### config.mk
export PLATFORM = sky130hd
export DESIGN_NAME = mem_arbiter
export DESIGN_NICKNAME = d
export VERILOG_FILES = /design/src/rtl/mem_arbiter.sv
export SDC_FILE = /design/constraint.sdc
export NUM_CORES = 1
export LEC_CHECK = 0
export CAP_MARGIN = 25
export CORE_UTILIZATION = 39
export DETAILED_ROUTE_END_ITERATION = 6
export PLACE_DENSITY = 0.91
export SYNTH_ARGS = -nofsm -noshare
export SYNTH_HDL_FRONTEND = slang
export SYNTH_SLANG_ARGS = --single-unit
### constraint.sdc
create_clock -name clk_i -period 1.75 [get_ports clk_i]
set_input_delay 0.2625 -clock clk_i [delete_from_list [all_inputs] [get_ports clk_i]]
set_output_delay 0.2625 -clock clk_i [all_outputs]
set_load 0.005 [all_outputs]
### src/rtl/mem_arbiter.sv
// mem_arbiter: serializes CPU (port 0) and debug/loader (port 1) accesses onto one
// synchronous-read memory. Define MEM_ARB_RR_EN for round-robin instead of port-0 priority.
module mem_arbiter #(
    parameter int ADDR_W = 9,
    parameter int DATA_W = 32
) (
    input  logic              clk_i,
    input  logic              rst_i,
    input  logic              p0_req_i,
    input  logic              p0_we_i,
    input  logic [ADDR_W-1:0] p0_addr_i,
    input  logic [DATA_W-1:0] p0_wdata_i,
    input  logic              p1_req_i,
    input  logic              p1_we_i,
    input  logic [ADDR_W-1:0] p1_addr_i,
    input  logic [DATA_W-1:0] p1_wdata_i,
    output logic              p0_ack_o,
    output logic              p1_ack_o,
    output logic [DATA_W-1:0] p0_rdata_o,
    output logic [DATA_W-1:0] p1_rdata_o,
    output logic              mem_en_o,
    output logic              mem_we_o,
    output logic [ADDR_W-1:0] mem_addr_o,
    output logic [DATA_W-1:0] mem_wdata_o,
    input  logic [DATA_W-1:0] mem_rdata_i,
    output logic              busy_o,
    output logic              grant_o
);

    typedef enum logic [1:0] {
        IDLE   = 2'd0,
        ACCESS = 2'd1,
        RESP   = 2'd2,
        DONE   = 2'd3
    } state_e;

    state_e              state_q, state_d;
    logic                grant_q, grant_d;
    logic                txn_we_q, txn_we_d;
    logic                mem_en_q, mem_en_d;
    logic                mem_we_q, mem_we_d;
    logic [ADDR_W-1:0]   mem_addr_q, mem_addr_d;
    logic [DATA_W-1:0]   mem_wdata_q, mem_wdata_d;
    logic [DATA_W-1:0]   rdata0_q, rdata0_d;
    logic [DATA_W-1:0]   rdata1_q, rdata1_d;
    logic                ack0_q, ack0_d;
    logic                ack1_q, ack1_d;
    logic                busy_q, busy_d;
    logic                win_s;
`ifdef MEM_ARB_RR_EN
    logic                last_q, last_d;
`endif

    // Choose the port that wins if IDLE starts a transaction this cycle.
    always_comb begin
        win_s = 1'b0;
`ifdef MEM_ARB_RR_EN
        if (p0_req_i && p1_req_i) begin
            win_s = ~last_q;
        end else begin
            win_s = p1_req_i;
        end
`else
        if (p0_req_i) begin
            win_s = 1'b0;
        end else begin
            win_s = p1_req_i;
        end
`endif
    end

    // Next-state and next-output logic; memory strobes are prepared one state early.
    always_comb begin
        state_d     = state_q;
        grant_d     = grant_q;
        txn_we_d    = txn_we_q;
        mem_en_d    = 1'b0;
        mem_we_d    = 1'b0;
        mem_addr_d  = mem_addr_q;
        mem_wdata_d = mem_wdata_q;
        rdata0_d    = rdata0_q;
        rdata1_d    = rdata1_q;
        ack0_d      = 1'b0;
        ack1_d      = 1'b0;
`ifdef MEM_ARB_RR_EN
        last_d      = last_q;
`endif
        case (state_q)
            IDLE: begin
                if (p0_req_i || p1_req_i) begin
                    state_d     = ACCESS;
                    grant_d     = win_s;
                    txn_we_d    = win_s ? p1_we_i : p0_we_i;
                    mem_en_d    = 1'b1;
                    mem_we_d    = win_s ? p1_we_i : p0_we_i;
                    mem_addr_d  = win_s ? p1_addr_i : p0_addr_i;
                    mem_wdata_d = win_s ? p1_wdata_i : p0_wdata_i;
`ifdef MEM_ARB_RR_EN
                    last_d      = win_s;
`endif
                end else begin
                    state_d = IDLE;
                end
            end
            ACCESS: begin
                state_d = RESP;
            end
            RESP: begin
                // Memory output is valid now, one cycle after the enable cycle.
                if (!txn_we_q) begin
                    if (grant_q) begin
                        rdata1_d = mem_rdata_i;
                    end else begin
                        rdata0_d = mem_rdata_i;
                    end
                end else begin
                    rdata0_d = rdata0_q;
                end
                if (grant_q) begin
                    ack1_d = 1'b1;
                end else begin
                    ack0_d = 1'b1;
                end
                state_d = DONE;
            end
            DONE: begin
                state_d = IDLE;
            end
            default: begin
                state_d = IDLE;
            end
        endcase
        busy_d = (state_d != IDLE);
    end

    // State and output registers with synchronous reset.
    always_ff @(posedge clk_i) begin
        if (rst_i) begin
            state_q     <= IDLE;
            grant_q     <= 1'b0;
            txn_we_q    <= 1'b0;
            mem_en_q    <= 1'b0;
            mem_we_q    <= 1'b0;
            mem_addr_q  <= {ADDR_W{1'b0}};
            mem_wdata_q <= {DATA_W{1'b0}};
            rdata0_q    <= {DATA_W{1'b0}};
            rdata1_q    <= {DATA_W{1'b0}};
            ack0_q      <= 1'b0;
            ack1_q      <= 1'b0;
            busy_q      <= 1'b0;
`ifdef MEM_ARB_RR_EN
            last_q      <= 1'b1;
`endif
        end else begin
            state_q     <= state_d;
            grant_q     <= grant_d;
            txn_we_q    <= txn_we_d;
            mem_en_q    <= mem_en_d;
            mem_we_q    <= mem_we_d;
            mem_addr_q  <= mem_addr_d;
            mem_wdata_q <= mem_wdata_d;
            rdata0_q    <= rdata0_d;
            rdata1_q    <= rdata1_d;
            ack0_q      <= ack0_d;
            ack1_q      <= ack1_d;
            busy_q      <= busy_d;
`ifdef MEM_ARB_RR_EN
            last_q      <= last_d;
`endif
        end
    end

    assign p0_ack_o    = ack0_q;
    assign p1_ack_o    = ack1_q;
    assign p0_rdata_o  = rdata0_q;
    assign p1_rdata_o  = rdata1_q;
    assign mem_en_o    = mem_en_q;
    assign mem_we_o    = mem_we_q;
    assign mem_addr_o  = mem_addr_q;
    assign mem_wdata_o = mem_wdata_q;
    assign busy_o      = busy_q;
    assign grant_o     = grant_q;

endmodule
==> results.sh <==
export IMPL_layout_nets=888
export IMPL_endpoint_kind="primary output"
export IMPL_critical_path_max_fanout=2
export IMPL_grt_pass1_wl_mm=22.14
export IMPL_num_vias=4660
export IMPL_dp_cells=881
export IMPL_worst_slew_pin_transition_ns=0.6171
export IMPL_die_h_um=106.8
export IMPL_ys_ff_latch=114
export IMPL_gp_congestion=0.8265
export IMPL_clk_transition_reported_paths_ns=0.06
export IMPL_ys_warn_count=0
export IMPL_yosysSeqAreaShare_pct=53.27
export IMPL_avgSynthCellArea_um2=7.890
export IMPL_finClkSkew_ns=0.005542
export IMPL_drt_pass1_iterations=5
export IMPL_htreeDepth=4
export IMPL_critPathLaunchType="register"
export IMPL_path_delay_family="buffers and inverters"
export IMPL_fin_crit_sh_pct=94.01
export IMPL_holdWs_ns=0.03045
export IMPL_status="finished, final reports clean"
export IMPL_tritoncts="built"
export IMPL_initial_core_util_pct=40.77
export IMPL_grt_max_degree=66
export IMPL_path_class="register to primary output"
export IMPL_grt_pass1_vias=4639
export IMPL_die_w_um=106.8
export IMPL_final_instance_count_excl_fill=912
export IMPL_power_density_mw_per_mm2=1267
export IMPL_fmax_mhz=607.8
export IMPL_hold_viol=0
export IMPL_required_ns=1.49
export IMPL_finalCriticalPeriod_ns=1.645
export IMPL_row_count=37
export IMPL_yosysUniqueCellTypes=26
export IMPL_portBuffers=230
export IMPL_routed_wl_mm=13.96
export IMPL_drc_errors=0
export IMPL_syn_nets=667
export IMPL_cp_cell_sequence="clkdlybuf4s50_1"
export IMPL_cts_hold_buf=0
export IMPL_p_leak_nw=2.744
export IMPL_antenna_found_initial=1
export IMPL_cts_buffer_depth=2
export IMPL_layout_drive_gt1_share_pct=6.581
export IMPL_cts_buffers=17
export IMPL_setup_tns_ns=0
export IMPL_ir_drop_mv=0.7933
export IMPL_via_per_inst=5.110
export IMPL_setup_violations_final=0
export IMPL_die_area_mm2=0.01141
export IMPL_relSlewSlack_pct=58.86
export IMPL_cts_sinks=114
export IMPL_syn_cell_area_mm2=0.004284
export IMPL_synthToLayoutAreaGrowth_pct=71.96
export IMPL_finalMaxSlewViolations=0
export IMPL_rsz0062_at_grt="false"
export IMPL_detail_route_antenna_nets=0
export IMPL_slowest_stage="clkdlybuf4s50_1"
export IMPL_dp_hpwl_mm=9.901
export IMPL_ioPinCount=231
export IMPL_gr_total_overflow=0
export IMPL_insertion_delay_ns=0.50
export IMPL_cts_root_buf="clkbuf_8"
export IMPL_core_area_mm2=0.01051
export IMPL_wl_per_cell_um=15.31
export IMPL_drtIter0Drc=302
export IMPL_synth_cells=543
export IMPL_reg2reg_slack_ns=0.20
export IMPL_track_usage_pct=24.87
export IMPL_hp_class="primary input to register"
export IMPL_worst_path_largest_cell_delay_ns=0.52
export IMPL_arrival_ns=1.38
export IMPL_critPathBufInv=1
export IMPL_maxCapViolCount=0
## cell usage after synthesis
cell type,number,area [um2]
nand2_1,170,638.1
a21oi_1,146,730.7
dfxtp_1,114,2282
o21ai_0,42,210.2
buf_2,27,135.1
clkbuf_1,13,48.80
ha_1,4,50.05
buf_6,3,33.78
inv_1,3,11.26
nor2_1,3,11.26
a211oi_1,2,15.01
nor2b_1,2,12.51
a31oi_1,1,6.260
and3_1,1,6.260
and3b_1,1,8.760
buf_4,1,7.510
mux2i_1,1,10.01
nand2b_1,1,6.260
nand3b_1,1,7.510
nor3_1,1,5.000
nor3b_1,1,7.510
nor3b_2,1,12.51
o21a_1,1,7.510
o21ai_1,1,5.000
or2_2,1,6.260
or3b_1,1,8.760
## kinds of logic (layout without fill, tap and decap cells)
| group | after synthesis | after routing | synth area share, % |
|---|---|---|---|
| adders and majority gates | 4 | 4 | 1.168 |
| DFF | 114 | 114 | 53.27 |
| other | 0 | 1 | 0 |
| muxes | 1 | 1 | 0.2337 |
| AOI/OAI and AO/OA | 193 | 193 | 22.75 |
| and+or+nand+nor | 184 | 184 | 17.06 |
| buffers and inverters | 47 | 279 | 5.520 |
## through the flow
step	worst slack (ns)	utilization [%]	total power, W	instance area, um2
after floorplan	0.3510	-	0.004437	4284
after global placement	0.1827	64.56	0.005921	6784
after detailed placement	0.1197	64.56	0.006015	6784
after CTS	0.08427	70.08	0.009401	7365
after global routing	0.05213	70.10	0.009839	7367
final	0.1048	70.10	0.009334	7367
## repair_timing
item / in CTS / in global routing
buffers inserted: 0 / 0
setup endpoints to repair: 1 / 0
gates resized for setup: 2 / 0
## worst paths after layout
check,endpoint,from,cells past startpoint
worst min register to register,p1_rdata_o[16],p1_rdata_o[16],2
worst max register to register,p0_rdata_o[28],state_q[0],6
worst max-delay path,mem_addr_o[6],mem_addr_o[6],1
worst min-delay path,grant_o,rst_i,2
## layout make-up
cell class,instances,area [um2]
diodes,1,2.502
clock buffers,20,445.4
clock inverters,10,135.1
fillers,762,3142
inverters,3,11.26
multi-input cells,382,1790
flip-flops and latches,114,2283
well taps,136,170.2
repair buffers,246,2529
## where the power goes
part	total (W)	internal, W	switching (W)
Combinational	0.00266	0.00146	0.00120
Sequential	0.00331	0.00306	0.000250
Clock	0.00336	0.00222	0.00115
Total	0.00933	0.00674	0.00260
## placed cells by master, fill, tap and decap left out, types with 4 or more instances in the layout
cell             synthesis  routed
buf_4                    1       7
clkbuf_16                0      16
nand2_1                170     170
o21ai_0                 42      42
a21oi_1                146     146
ha_1                     4       4
dfxtp_1                114     113
clkdlybuf4s50_1          0     228
clkinvlp_4               0       4
buf_12                   0       9
## per-layer routing
metal / vias to the layer above / routed length, um / GRT usage [%]
met5: - / 0 / 0
met4: 0 / 385 / 10.37
met3: 34 / 1236 / 8.693
met2: 230 / 6950 / 43.92
met1: 2145 / 5388 / 26.91
li1: 2251 / - / -
## sequential cells by signal, indices dropped and copies added (netlist names)
register,cells
mem_wdata_o,32
p0_rdata_o,32
p1_rdata_o,32
mem_addr_o,9
state_q,2
busy_o,1
grant_o,1
mem_en_o,1
mem_we_o,1
p0_ack_o,1
p1_ack_o,1
txn_we_q,1
No activity file was read; power rests on OpenSTA's default activity.
